==> src/rtl/cond_unit.sv <==
// cond_unit
// ---------
// Condition-check and flag-state block. It holds the architectural NZCV flags
// and evaluates each instruction's 4-bit condition field against them. The
// decoder strobes are gated into PCSrc/RegWrite/MemWrite, and NZCV is
// reloaded from ALUFlags when the instruction passes and asks for a flag write.
//
// Optional feature macro: COND_FAILCNT_EN. When defined, it adds a 16-bit
// failed-condition counter (FailCnt) and its synchronous clear (FailCnt_clr).
//
// Parameters:
//   FLAG_RST     reset value of {N,Z,C,V}
// Ports:
//   clk          clock, rising edge
//   reset        asynchronous, active-high reset
//   en           instruction-advance strobe; low stalls all state updates
//   Cond[3:0]    condition field (instruction bits [31:28])
//   ALUFlags[3:0] {N,Z,C,V} from the ALU, same cycle
//   FlagW[1:0]   [1] writes N,Z; [0] writes C,V
//   PCS/RegW/MemW decoder write strobes
//   NoWrite      compare-class instruction; suppresses RegWrite
//   PCSrc/RegWrite/MemWrite gated strobes (combinational)
//   CondEx       combinational condition result
//   CondEx_q     CondEx registered on en
//   Flags[3:0]   current architectural {N,Z,C,V}
//   FailCnt[15:0], FailCnt_clr  (only with COND_FAILCNT_EN)
module cond_unit #(
  parameter logic [3:0] FLAG_RST = 4'b0000
) (
  input  logic        clk,
  input  logic        reset,
  input  logic        en,
  input  logic [3:0]  Cond,
  input  logic [3:0]  ALUFlags,
  input  logic [1:0]  FlagW,
  input  logic        PCS,
  input  logic        RegW,
  input  logic        MemW,
  input  logic        NoWrite,
  output logic        PCSrc,
  output logic        RegWrite,
  output logic        MemWrite,
  output logic        CondEx,
  output logic        CondEx_q,
  output logic [3:0]  Flags
`ifdef COND_FAILCNT_EN
  ,
  input  logic        FailCnt_clr,
  output logic [15:0] FailCnt
`endif
);

  logic [3:0] flags_q, flags_d;
  logic       cond_ex_q, cond_ex_d;
  logic       cond_ex;
  logic       n_f, z_f, c_f, v_f;

  assign {n_f, z_f, c_f, v_f} = flags_q;

  // Condition decode always uses the registered flags, never ALUFlags, so
  // an instruction that sets flags is evaluated against the old ones.
  always_comb begin
    cond_ex = 1'b1;
    case (Cond)
      4'b0000: cond_ex = z_f;
      4'b0001: cond_ex = ~z_f;
      4'b0010: cond_ex = c_f;
      4'b0011: cond_ex = ~c_f;
      4'b0100: cond_ex = n_f;
      4'b0101: cond_ex = ~n_f;
      4'b0110: cond_ex = v_f;
      4'b0111: cond_ex = ~v_f;
      4'b1000: cond_ex = c_f & ~z_f;
      4'b1001: cond_ex = ~c_f | z_f;
      4'b1010: cond_ex = (n_f == v_f);
      4'b1011: cond_ex = (n_f != v_f);
      4'b1100: cond_ex = ~z_f & (n_f == v_f);
      4'b1101: cond_ex = z_f | (n_f != v_f);
      default: cond_ex = 1'b1;  // AL and the 1111 encoding
    endcase
  end

  // Each flag half is written independently; unselected halves hold.
  always_comb begin
    flags_d = flags_q;
    if (en && cond_ex) begin
      if (FlagW[1]) flags_d[3:2] = ALUFlags[3:2];
      if (FlagW[0]) flags_d[1:0] = ALUFlags[1:0];
    end
  end

  always_comb begin
    cond_ex_d = cond_ex_q;
    if (en) cond_ex_d = cond_ex;
  end

  always_ff @(posedge clk or posedge reset) begin
    if (reset) begin
      flags_q   <= FLAG_RST;
      cond_ex_q <= 1'b0;
    end else begin
      flags_q   <= flags_d;
      cond_ex_q <= cond_ex_d;
    end
  end

  // Strobes are deliberately not qualified by en; the datapath applies its
  // own stage enable.
  assign PCSrc    = PCS & cond_ex;
  assign RegWrite = RegW & cond_ex & ~NoWrite;
  assign MemWrite = MemW & cond_ex;
  assign CondEx   = cond_ex;
  assign CondEx_q = cond_ex_q;
  assign Flags    = flags_q;

`ifdef COND_FAILCNT_EN
  logic [15:0] fail_cnt_q, fail_cnt_d;

  // Clear wins over increment; the increment wraps naturally at 16 bits.
  always_comb begin
    fail_cnt_d = fail_cnt_q;
    if (FailCnt_clr) fail_cnt_d = 16'd0;
    else if (en && !cond_ex) fail_cnt_d = fail_cnt_q + 16'd1;
  end

  always_ff @(posedge clk or posedge reset) begin
    if (reset) fail_cnt_q <= 16'd0;
    else       fail_cnt_q <= fail_cnt_d;
  end

  assign FailCnt = fail_cnt_q;
`endif

endmodule

==> config.mk <==
export PLATFORM = sky130hd
export DESIGN_NAME = cond_unit
export DESIGN_NICKNAME = d
export VERILOG_FILES = /design/src/rtl/cond_unit.sv
export SDC_FILE = /design/constraint.sdc
export NUM_CORES = 1
export LEC_CHECK = 0
export BUFFER_PORTS_ARGS = -buffer_cell sky130_fd_sc_hd__buf_4
export CAP_MARGIN = 20
export CORE_AREA = 2 2 39 41
export CTS_BUF_LIST = sky130_fd_sc_hd__clkbuf_16
export DETAILED_ROUTE_END_ITERATION = 12
export DIE_AREA = 0 0 41 43
export GPL_TIMING_DRIVEN = 1
export PLACE_DENSITY_LB_ADDON = 0.12
export SYNTH_ARGS = -nofsm -noshare
export SYNTH_HDL_FRONTEND = slang
export SYNTH_SLANG_ARGS = --single-unit
export TNS_END_PERCENT = 20
==> constraint.sdc <==
create_clock -name clk -period 1.8 [get_ports clk]
set_input_delay 0.18 -clock clk [delete_from_list [all_inputs] [get_ports clk]]
set_output_delay 0.18 -clock clk [all_outputs]
set_load 0.005 [all_outputs]
# Word-level counts from Yosys, hierarchy flattened
# Cells that the tools add are included.
# word_totals
register_bits	5
out_inout_bits	9
elab_cells	36
# op_classes
eq_ne	15
mux	1
bitwise	13
reduce_logical	4
# op_table
op	count
$eq A4 B4 Y1 const B	6
$eq A4 B3 Y1 const B	4
$pmux W1 S14	1
$eq A4 B2 Y1 const B	2
$and A1 B1 Y1	6
$not A1 Y1	5
$eq A4 B1 Y1 const B	1
$logic_not A4 Y1	1
$reduce_and A2 Y1	2
$or A1 B1 Y1	2
$eq A1 B1 Y1	1
$logic_and A1 B1 Y1	1
$ne A1 B1 Y1	1

# Logic depth before layout (Yosys ltp)
# Gate-level depths: netlist (run 1).
# logic_depth
depth_word	5
mapped_depth	7
ltp_nobuf	6

# Worst setup path after synthesis (run 1)
# Ideal clock, no wire load.
# synth_timing
kind	reg-to-reg
start	register flags_q[3], in the netlist Flags[3]
end	register flags_q[3], in the netlist Flags[3]
setup_time_ns	0.128
t_arrival_ns	1.821
slack_ns	-0.148
path_stages_with_launch	7
path_buffers	0
cell_sequence	dfrtp_1 -> or4b_1 -> a31oi_1 -> o21ai_1 -> nor4b_4 -> nand3b_1 -> mux2_1
# synth_between
elab_chain_cells	5
# synth_lines
element	line_no	rtl
start, declared	53	logic [3:0] flags_q, flags_d;
start signal, assigned	102	flags_q <= flags_d;
$ne A1 B1 Y1 / $eq A1 B1 Y1 (equally long branches)	-	
$or A1 B1 Y1 / $and A1 B1 Y1 (equally long branches)	78, 77	
$pmux W1 S14 *	64	case (Cond)
$logic_and A1 B1 Y1 *	86	if (en && cond_ex) begin
$reduce_and A2 Y1 (no source line) *	-	
# Mark *: on every way between the ends. The rest lies on a longest branch, timed or not.
# A chain may end at the register's enable or synchronous reset.

# Worst setup path in the final report (run 1)
# layout_timing
start	register flags_q[3], in the netlist Flags[3]
end	output port RegWrite
# layout_between
elab_chain_cells	5
# layout_lines
element	line_no	rtl
$ne A1 B1 Y1 / $eq A1 B1 Y1 (equally long branches)	-	
$or A1 B1 Y1 / $and A1 B1 Y1 (equally long branches)	78, 77	
$pmux W1 S14 *	64	
$and A1 B1 Y1 * (2 in series)	110	assign RegWrite = RegW & cond_ex & ~NoWrite;
end, declared	41	output logic RegWrite,
# Marked as above.

==> results summary, run 1 <==
The final-report max-slew violation count came out at 0. In the final layout, the share of cells above drive strength 1 is 57.0%. The post-synthesis register bit count came out at 5. The setup TNS is -1700 ps. The count of input and output buffers is 25. The run finished, with violations left. On the critical path, the stage with the largest delay is an instance of or4b_1. The final weighted congestion in routability-driven placement came out at 0.705.

The effective utilization at floorplan came out at 33.1%. Between clock sinks in the finished design, the worst skew comes to 2.87 ps. The non-filler instance count after layout came out at 102.

The count of final hold-check violations is 0. The detail-routed net length per standard cell is 13.2 um. The total wire length after detailed routing is 1350 um.

The biggest area contributor in the post-synthesis netlist is dfrtp_1. The power per cell area is 1400 nW/um^2. The worst setup path is captured at an output port. The deepest level of the CTS H-tree came out at 1.

The number of antenna violations at the first check in global routing is 0. The max-cap check violation count is 0. The detailed-route vias per instance is 5.08. Measured on the finished design, the core utilization comes to 60.6%.

The maximum single-stage delay on the critical path is 480 ps. In this run the tightest slew margin relative to its limit is 75.5%. The clock period minus final worst setup slack is 2100 ps.

The final global-route overflow total came out at 0. Setup repair after global routing could not meet its margin everywhere. The synthesized area divided by synthesized cell count came out at 9.96 um^2. The peak supply drop came out at 0.760 mV. Of the post-synthesis cell area, the dominant cell type holds 27.3%. The most common cell type on the critical path is buf_4. The number of endpoints failing setup at the final stage is 8. The worst-case hold slack is 152 ps. For the worst setup path, the data required time is 1620 ps. After synthesis, the cell types taking the most area are dfrtp_1, mux2_1, nor4b_4. The cell-internal power came out at 835 uW.

At the worst endpoint, the arrival time is 1920 ps. The clock net in this run drives a total of 5 sinks. The placement row count is 14.

The first global-routing pass estimated 2080 um of wire. The switching share of power came out at 29.0%. Of the available clock period, the critical path in the final layout requires 116%. The net switching power is 341 uW. The CTS tree is built.

The clock-pin slew of the registers on the worst-case setup and hold paths is 30 ps. The detailed-route via count came out at 518. The height of the die is 43 um. The cell count after placement came out at 96. The die footprint is 1760 um^2.

The number of ports placed on the die boundary came out at 26. Along the worst path, the maximum fanout reaches 5. The share of the Yosys chip area taken by registers is 27.3%.

The number of DRC violations after detailed-routing iteration 0 is 4. The final routed DRC violation total is 0. The final reports fail on setup timing. For this run, the total global-route usage over all layers was measured as 17.6%. The setup path with the least slack is of type reg2out. The core region is 1380 um^2. The maximum clock frequency is 0.477 GHz. The worst setup path is launched from a flip-flop. The family of cells with the greatest summed delay on the critical path is simple AND/OR/NAND/NOR gates. Traced cell by cell, the critical path runs through or4b_1, a31oi_1, o21ai_1, nor4b_4, buf_4, nor3b_2, buf_4. The chip width came out at 41 um. The half-perimeter wire length after placement came out at 1070 um. The worst hold path belongs to the class in2reg.

The leakage power figure came out at 0.000408 uW. The clock reaches the later pin of the worst-skew pair after 230 ps. The root buffer cell chosen for the clock tree is clkbuf_16. Once detail routing completed, the nets flagged for antenna violations numbered 0. The post-synthesis cell type count came out at 29.

The count of antenna diodes in the layout is 0. The slew at the pin closest to its max-slew limit came out at 365 ps. The slack of the critical path came out at -297 ps. Counting along the longest clock path gives a buffer depth of 2. In this run, flip-flops and latches consume 18.5% of the power.

Combinational cells account for 50.9% of the total power. The pre-CTS worst setup slack is -140 ps. The post-synthesis net count came out at 63. The first-pass detailed-route iteration total is 3. The clock network accounts for 30.7% of the total power. The net count reported at finish is 104. The via count of the first global-routing pass came out at 520.

The post-synth design cell area came out at 458 um^2. The buffer and inverter count on the worst path came out at 2. The area overhead of the layout relative to synthesis is 83.1%.

The number of clock buffers added by TritonCTS is 3. Entering global routing, the biggest net connects 9 pins. The gate count of the mapped netlist is 46. For this run, the number of Yosys warnings is 0.
## power groups by stage
stage / combinational (uW) / clock (uW) / sequential, uW
after detailed placement: 553 / 0 / 220
after global routing: 639 / 373 / 225
after global placement: 547 / 0 / 221
after floorplan: 218 / 0 / 234
final: 598 / 361 / 217
after CTS: 583 / 369 / 217
## cell usage after synthesis, drive strengths merged
| cell type | n |
|---|---|
| nand3 | 3 |
| and2b | 2 |
| xor2 | 1 |
| nand3b | 3 |
| nand2 | 1 |
| nor4bb | 1 |
| nor3 | 1 |
| a21oi | 1 |
| buf | 2 |
| mux2i | 1 |
| or4b | 1 |
| o32a | 1 |
| a41oi | 1 |
| xnor2 | 2 |
| nor2 | 2 |
| nor4b | 1 |
| a31oi | 2 |
| or3b | 1 |
| dfrtp | 5 |
| and2 | 1 |
| nand4b | 1 |
| mux2 | 4 |
| inv | 2 |
| or2b | 1 |
| nand2b | 1 |
| o21ai | 2 |
| nor3b | 2 |
## worst reg2reg max path: stages, from the launching register on
cell and delay, ps:
dfrtp_1 390, xnor2_1 220, o32a_1 180, a41oi_2 130, nor4b_4 370, nand3b_1 230
mux2_4 310
## sequential cells by signal, summed over array words and instances (netlist names)
register and cells:
CondEx_q 1, Flags 4
## placed cells by master (no fill, tap or decap), types with 2 or more instances in the layout
cell type / n
dfrtp_1: 5
nor2_1: 2
buf_4: 37
and2b_2: 2
mux2_1: 2
a31oi_1: 2
nand3_1: 3
mux2_4: 2
nand3b_1: 3
inv_1: 3
o21ai_1: 2
xnor2_1: 2
clkbuf_16: 3
## final cells by class
type	instances	area [um^2]
fill	130	546
tap	16	20.0
sequential	5	125
timing repair buffer	38	288
multi-input combinational	37	319
clock buffer	3	75.1
clock inverter	1	3.75
inverter	2	7.51
## worst paths after layout
path / cells past startpoint / slack [ps] / to / from
min: 2 / 150 / CondEx_q / en
min reg2reg: 2 / 540 / CondEx_q / CondEx_q
max in group asynchronous: 3 / 1210 / Flags[1] / reset
max reg2reg: 6 / -150 / Flags[2] / Flags[3]
min in group asynchronous: 3 / 420 / Flags[3] / reset
max: 7 / -300 / RegWrite / Flags[3]
## repair_timing
| item | CTS | global route |
|---|---|---|
| hold buffers | 1 | 0 |
| setup buffers | 1 | 0 |
| pin swaps | 2 | 1 |
| hold endpoints to repair | 5 | 0 |
| resized for setup | 2 | 2 |
| cloned | 0 | 0 |
| endpoints found under the setup margin | 8 | 8 |
## per-stage QoR
| stage | area, um^2 | total power (uW) |
|---|---|---|
| final | 838 | 1180 |
| after global placement | 729 | 767 |
| after detailed placement | 729 | 773 |
| after floorplan | 458 | 452 |
| after CTS | 831 | 1170 |
| after global routing | 838 | 1240 |
## metal layers
metal | wire [um] | GRT usage (%) | vias up
met3 | 53 | 2.62 | 0
met2 | 794 | 32.5 | 12
met5 | 0 | 0 | -
met1 | 499 | 17.4 | 255
met4 | 0 | 8.00 | 0
li1 | - | - | 251
## cell families (layout without fill, tap and decap cells)
kind of cell    after synthesis  after routing  share of synthesized area (%)
flops                         5              5                           27.3
xor+xnor                      3              3                           5.74
buf+inv                       4             44                           5.74
simple gates                 22             22                           37.4
compound gates                7              7                           11.7
mux                           5              5                           12.0
No activity file was read; power rests on OpenSTA's default activity.
==> inputs of run 2 (changes only) <==
--- a/config.mk
+++ b/config.mk
@@ -12,7 +12,7 @@
 export DETAILED_ROUTE_END_ITERATION = 12
 export DIE_AREA = 0 0 41 43
 export GPL_TIMING_DRIVEN = 1
-export PLACE_DENSITY_LB_ADDON = 0.12
+export PLACE_DENSITY = 0.67
 export SYNTH_ARGS = -nofsm -noshare
 export SYNTH_HDL_FRONTEND = slang
 export SYNTH_SLANG_ARGS = --single-unit
==> results summary, run 2 (same netlist as run 1, synthesis figures left out) <==
Run status: finished, violations left (unchanged). Failing checks: setup timing (unchanged). The setup TNS came out at -1590 ps (was -1700 ps). The clock period minus final worst setup slack came out at 2090 ps (was 2100 ps). The worst hold path stage count came out at 2 (unchanged).

The type of the tightest min-delay check is in2reg (unchanged). The register area was 125 um^2 (unchanged). The first-pass detailed-route iteration total is 4 (was 3).

The number of buffers created by CTS is 3 (unchanged). The later-pin clock latency in the skew report is 220 ps (was 230 ps). The critical path's slowest cell was dfrtp_1 (was or4b_1). The peak supply drop came out at 0.884 mV (was 0.760 mV). The final instance area was 831 um^2 (was 838 um^2). The required time of the critical path came out at 1620 ps (about the same). Setup repair after global routing missed its margin: yes (unchanged).

The number of ports placed on the die boundary is 26 (unchanged). The post-CTS setup repair buffer count is 0 (was 1). The total wire length after detailed routing came out at 1220 um (was 1350 um).

The buffer cell driving the clock tree root is clkbuf_16 (unchanged). The sink count of the clock tree was 5 (unchanged). The number of stages on the worst setup path came out at 6 (was 7). The non-filler instance count after layout came out at 102 (unchanged). The half-perimeter wire length after placement is 1000 um (was 1070 um). The final-report max-slew violation count is 0 (unchanged). The total power after layout came to 1110 uW (was 1180 uW).

The clock-pin slew of the registers on the worst-case setup and hold paths came out at 30 ps (about the same). The CTS tree is built (unchanged). The via count of the first global-routing pass came to 504 (was 520). The count of final hold-check violations came out at 0 (unchanged).

The area of the multi-input gates came out at 312 um^2 (was 319 um^2). The detailed-route vias per instance came to 4.76 (was 5.08). The type of element launching the critical path is a flip-flop (unchanged). The largest fanout on the critical path is 6 (was 5). The maximum clock frequency came out at 0.479 GHz (was 0.477 GHz). Cell chain of the critical path: xnor2_1, o32a_1, a41oi_2, nor4b_4, and2b_2, buf_4 (was or4b_1, a31oi_1, o21ai_1, nor4b_4, buf_4, nor3b_2, buf_4). The family of cells with the greatest summed delay on the critical path was simple AND/OR/NAND/NOR gates (unchanged). The leakage power figure came out at 0.000398 uW (was 0.000408 uW). The clock tree skew after final layout is 0.279 ps (was 2.87 ps). The count of antenna diodes in the layout is 0 (unchanged). The power per cell area is 1330 nW/um^2 (was 1400 nW/um^2). The relative slew slack came to 75.1% (was 75.5%). The net count reported at finish came out at 104 (unchanged). The chip width is 41 um (unchanged).

The fraction of final layout cells sized beyond drive strength 1 is 54.7% (was 57.0%). The deepest level of the CTS H-tree is 1 (unchanged). The number of nets with antenna violations after detailed routing was 0 (unchanged). The flip-flop count of the largest register, all copies and words added is 4 (unchanged). The number of cells on the worst reg-to-reg path came to 6 (unchanged). The number of antenna violations at the first check in global routing is 0 (unchanged). The endpoint type of the worst setup path is an output port (unchanged). The effective utilization at floorplan came out at 33.1% (unchanged). The placement row count came out at 14 (unchanged).

Most used cells in the layout excluding fill and tap cells: buf_4, dfrtp_1, mux2_1 (was buf_4, dfrtp_1). The number of buffers on the longest clock path is 2 (unchanged). The height of the die is 43 um (unchanged). The max-cap check violation count came out at 0 (unchanged).

The number of filler instances in the final layout was 135 (was 130). The pin count of the biggest net entering global routing is 8 (was 9). The pre-CTS worst setup slack was -143 ps (was -140 ps). The final weighted congestion in routability-driven placement is 0.768 (was 0.705). The buffer and inverter count on the worst path came out at 1 (was 2).

The number of endpoints failing setup at the final stage came to 8 (unchanged). The detailed-route via count came out at 486 (was 518). The maximum single-stage delay on the critical path came out at 420 ps (was 480 ps). The share of the clock period used by the worst path is 116% (about the same). The final global-route overflow total is 0 (unchanged).

The total global-route track usage came out at 17.7% (was 17.6%). The core area came out at 1380 um^2 (unchanged). The detail-routed net length per standard cell came out at 11.9 um (was 13.2 um).

The path type of the worst setup path is reg2out (unchanged). The cell area after placement was 737 um^2 (was 729 um^2). The number of DRC violations after detailed-routing iteration 0 came out at 2 (was 4). The global-route wire length before repair came out at 2040 um (was 2080 um). The leading cell type in the layout, fill and taps excluded is buf_4 (unchanged). The final routed DRC violation total was 0 (unchanged). The die footprint is 1760 um^2 (unchanged). The cell count after placement is 97 (was 96). The slew at the pin closest to its max-slew limit was 369 ps (was 365 ps).

The area overhead of the layout relative to synthesis came to 81.4% (was 83.1%). The slack of the critical path came out at -289 ps (was -297 ps). The count of input and output buffers came out at 25 (unchanged). The data arrival time of the critical path came out at 1910 ps (was 1920 ps).
-- run 2: cell counts in the layout (fill, tap and decap cells not counted) --
Identical to the previous run, type by type.
-- run 2: metrics by stage --
stage / util, % / hold WS [ps]
global placement: 53.3 / 92.9
CTS: 60.0 / 153
finish: 60.0 / 153
floorplan: - / -41.5
detailed placement: 53.3 / 91.4
global route: 60.0 / 162
-- run 2: metal layers --
metal	vias up	GRT usage, %	wire length [um]
met5	-	0	0
met4	0	12.0	18
met3	2	5.24	35
met2	10	29.1	685
met1	225	17.6	477
li1	249	-	-
-- run 2: path summary, 6_finish.rpt --
path                            endpoint  slack (ps)     start
worst min register to register  CondEx_q         530  CondEx_q
worst max register to register  Flags[3]        -140  Flags[0]
max in group asynchronous       Flags[0]        1230     reset
worst min-delay path            CondEx_q         150        en
min in group asynchronous       Flags[1]         410     reset
worst max-delay path            MemWrite        -290  Flags[0]
-- run 2: power breakdown --
group	total (uW)	leakage, uW	internal (uW)	switching, uW
clock	355	0.0000423	287	67.5
sequential	222	0.0000585	167	55.1
combinational	530	0.000297	335	196
-- run 2: area by class of cell --
class,instances,area share (%)
well taps,16,2.41
inverters,2,0.904
clock inverters,1,0.452
repair buffers,38,34.6
flip-flops and latches,5,15.1
clock buffers,3,9.04
multi-input cells,37,37.5
-- run 2: timing repair --
action	4_1_cts	5_1_grt
hold buffers	1	0
resized for setup	1	0
endpoints found under the setup margin	8	8
pin swaps	1	1
hold endpoints to repair	5	0
==> inputs of run 3 (changes only) <==
--- a/config.mk
+++ b/config.mk
@@ -13,6 +13,7 @@
 export DIE_AREA = 0 0 41 43
 export GPL_TIMING_DRIVEN = 1
 export PLACE_DENSITY = 0.67
+export SKIP_CTS_REPAIR_TIMING = 1
 export SYNTH_ARGS = -nofsm -noshare
 export SYNTH_HDL_FRONTEND = slang
 export SYNTH_SLANG_ARGS = --single-unit
==> constraint.sdc (replaced) <==
create_clock -name clk -period 1.8 [get_ports clk]
set_input_delay 0.18 -clock clk [delete_from_list [all_inputs] [get_ports clk]]
set_output_delay 0.18 -clock clk [all_outputs]
set_load 0.05 [all_outputs]
==> results summary, run 3 (same netlist as run 1, synthesis figures left out) <==
The fraction of final layout cells sized beyond drive strength 1 is 61.0% (was 54.7%). The cell-internal power came out at 814 uW (was 788 uW). The relative slew slack is 74.7% (was 75.1%).

The effective utilization at floorplan came out at 33.1% (unchanged). The final global-route overflow total came out at 0 (unchanged). The die footprint is 1760 um^2 (unchanged). The count of final hold-check violations came out at 0 (unchanged). The pin count of the biggest net entering global routing is 12 (was 8). The number of buffers created by CTS is 3 (unchanged).

The placement row count came out at 14 (unchanged). The data arrival time of the critical path was 1940 ps (was 1910 ps). The switching share of power is 42.2% (was 28.8%). The fraction of power consumed by the clock network came out at 25.2% (was 32.1%).

The detailed-route via count is 474 (was 486). The number of DRC violations after detailed-routing iteration 0 is 3 (was 2). The number of cells on the worst reg-to-reg path came to 6 (unchanged). The total power after layout came to 1410 uW (was 1110 uW).

The detail-routed net length per standard cell is 11.3 um (was 11.9 um). Failing checks: setup timing (unchanged). The buffer cell driving the clock tree root was clkbuf_16 (unchanged). The number of buffers on the longest clock path is 2 (unchanged). The count of input and output buffers is 25 (unchanged). The met1 track utilization from global routing is 16.8% (was 17.6%). The number of ports placed on the die boundary came out at 26 (unchanged). The via count of the first global-routing pass came out at 441 (was 504). The worst hold path stage count is 2 (unchanged). Run status: finished, violations left (unchanged). The net switching power came out at 595 uW (was 318 uW). The global routing usage on met2 is 23.1% (was 29.1%). The type of element launching the critical path is a flip-flop (unchanged). The height of the die was 43 um (unchanged). The global-route wire length before repair is 1720 um (was 2040 um). The setup TNS was -1770 ps (was -1590 ps). The required time of the critical path is 1620 ps (about the same).

The total global-route track usage is 14.8% (was 17.7%). The leakage power figure came out at 0.000384 uW (was 0.000398 uW). The number of nets with antenna violations after detailed routing came out at 0 (unchanged).

The slack of the critical path is -322 ps (was -289 ps). The core area was 1380 um^2 (unchanged). The type of the tightest min-delay check is in2reg (unchanged). The endpoint of the lowest-slack register-to-register path is Flags[1] (was Flags[3]). The max-cap check violation count is 0 (unchanged). The later-pin clock latency in the skew report came out at 220 ps (about the same). The clock-pin slew of the registers on the worst-case setup and hold paths is 30 ps (about the same).

The leading cell type in the layout, fill and taps excluded is buf_4 (unchanged). The origin of the worst min-delay path is en (unchanged). The CTS tree is built (unchanged). The count of antenna diodes in the layout is 0 (unchanged). The chip width is 41 um (unchanged). The total wire length after detailed routing is 1100 um (was 1220 um).

The global-route layer with the greatest usage is met2 (unchanged). The final routed DRC violation total was 0 (unchanged). The sink count of the clock tree is 5 (unchanged). The net count reported at finish was 100 (was 104). The largest fanout on the critical path came out at 6 (unchanged). The final weighted congestion in routability-driven placement was 0.713 (was 0.768).

The first-pass detailed-route iteration total came to 3 (was 4). The launch point of the worst reg-to-reg path was Flags[3] (was Flags[0]). Setup repair after global routing missed its margin: yes (unchanged). The setup slack of the most critical reg-to-reg path is -170 ps (was -140 ps).

The peak supply drop is 1.12 mV (was 0.884 mV). The power per cell area came out at 1690 nW/um^2 (was 1330 nW/um^2). The path type of the worst setup path is reg2out (unchanged).

The relative contribution of sequential cells to total power came out at 17.3% (was 20.0%). The flip-flop count of the largest register, all copies and words added is 4 (unchanged). The clock period minus final worst setup slack came out at 2120 ps (was 2090 ps). The combinational share of power is 57.5% (was 47.9%).

The area overhead of the layout relative to synthesis is 82.2% (was 81.4%). The clock tree skew after final layout came to 0.0629 ps (was 0.279 ps). The number of endpoints failing setup at the final stage was 8 (unchanged). The slew at the pin closest to its max-slew limit is 377 ps (was 369 ps). The half-perimeter wire length after placement is 897 um (was 1000 um).

Most used cells in the layout excluding fill and tap cells: buf_4, dfrtp_2, mux2_1 (was buf_4, dfrtp_1, mux2_1). The share of the clock period used by the worst path was 118% (was 116%). The endpoint type of the worst setup path is an output port (unchanged). The detailed-route vias per instance is 4.84 (was 4.76). The number of antenna violations at the first check in global routing is 0 (unchanged). The terminating pin of the worst hold path is CondEx_q (unchanged). The deepest level of the CTS H-tree came to 1 (unchanged). The final-report max-slew violation count came to 0 (unchanged).

The global-route track usage on met3 came out at 1.57% (was 5.24%). The maximum clock frequency came out at 0.471 GHz (was 0.479 GHz).
## run 3: cell count changes in the layout (fill, tap and decap cells not counted), sizes merged
cell  change
buf       -4
## run 3: per-stage QoR
| stage | hold slack, ps | setup WS (ps) | util, % | instance area, um^2 | cells |
|---|---|---|---|---|---|
| CTS | -145 | -382 | 58.0 | 802 | 97 |
| global placement | 94.6 | -183 | 52.3 | 723 | 93 |
| floorplan | -41.8 | -259 | - | 474 | 46 |
| finish | 154 | -322 | 60.3 | 835 | 98 |
| global route | 159 | -437 | 60.3 | 835 | 98 |
| detailed placement | 91.6 | -198 | 52.3 | 723 | 93 |
## run 3: layout make-up
| type | instances | area [um^2] |
|---|---|---|
| fillers | 131 | 549 |
| multi-input cells | 37 | 329 |
| repair buffers | 34 | 269 |
| flip-flops and latches | 5 | 130 |
| clock buffers | 3 | 75.1 |
| well taps | 16 | 20.0 |
| inverters | 2 | 7.51 |
| clock inverters | 1 | 3.75 |
## run 3: critical path, cell delays in order (launching register included)
cell	delay [ps]
dfrtp_2	430
xnor2_2	180
o32a_1	170
a41oi_2	110
nor4b_4	380
and2b_2	260
buf_4	180
## run 3: how the worst max path moves through the flow
stage	from	to	slack, ps
final	Flags[0]	MemWrite	-320
after global routing	Flags[0]	MemWrite	-440
after CTS	Flags[3]	PCSrc	-380
after detailed placement	Flags[3]	Flags[0]	-200
after global placement	Flags[3]	Flags[0]	-180
after floorplan	Flags[3]	RegWrite	-260
## run 3: layer usage
metal	wire (um)	up-vias
li1	-	241
met1	454	218
met2	566	11
met3	50	4
met4	32	0
met5	0	-
## run 3: power by group through the flow
| stage | Clock, uW | Sequential [uW] | Combinational [uW] |
|---|---|---|---|
| finish | 354 | 244 | 810 |
| global route | 371 | 254 | 854 |
| CTS | 361 | 232 | 778 |
| detailed placement | 0 | 233 | 777 |
| global placement | 0 | 232 | 771 |
| floorplan | 0 | 428 | 313 |
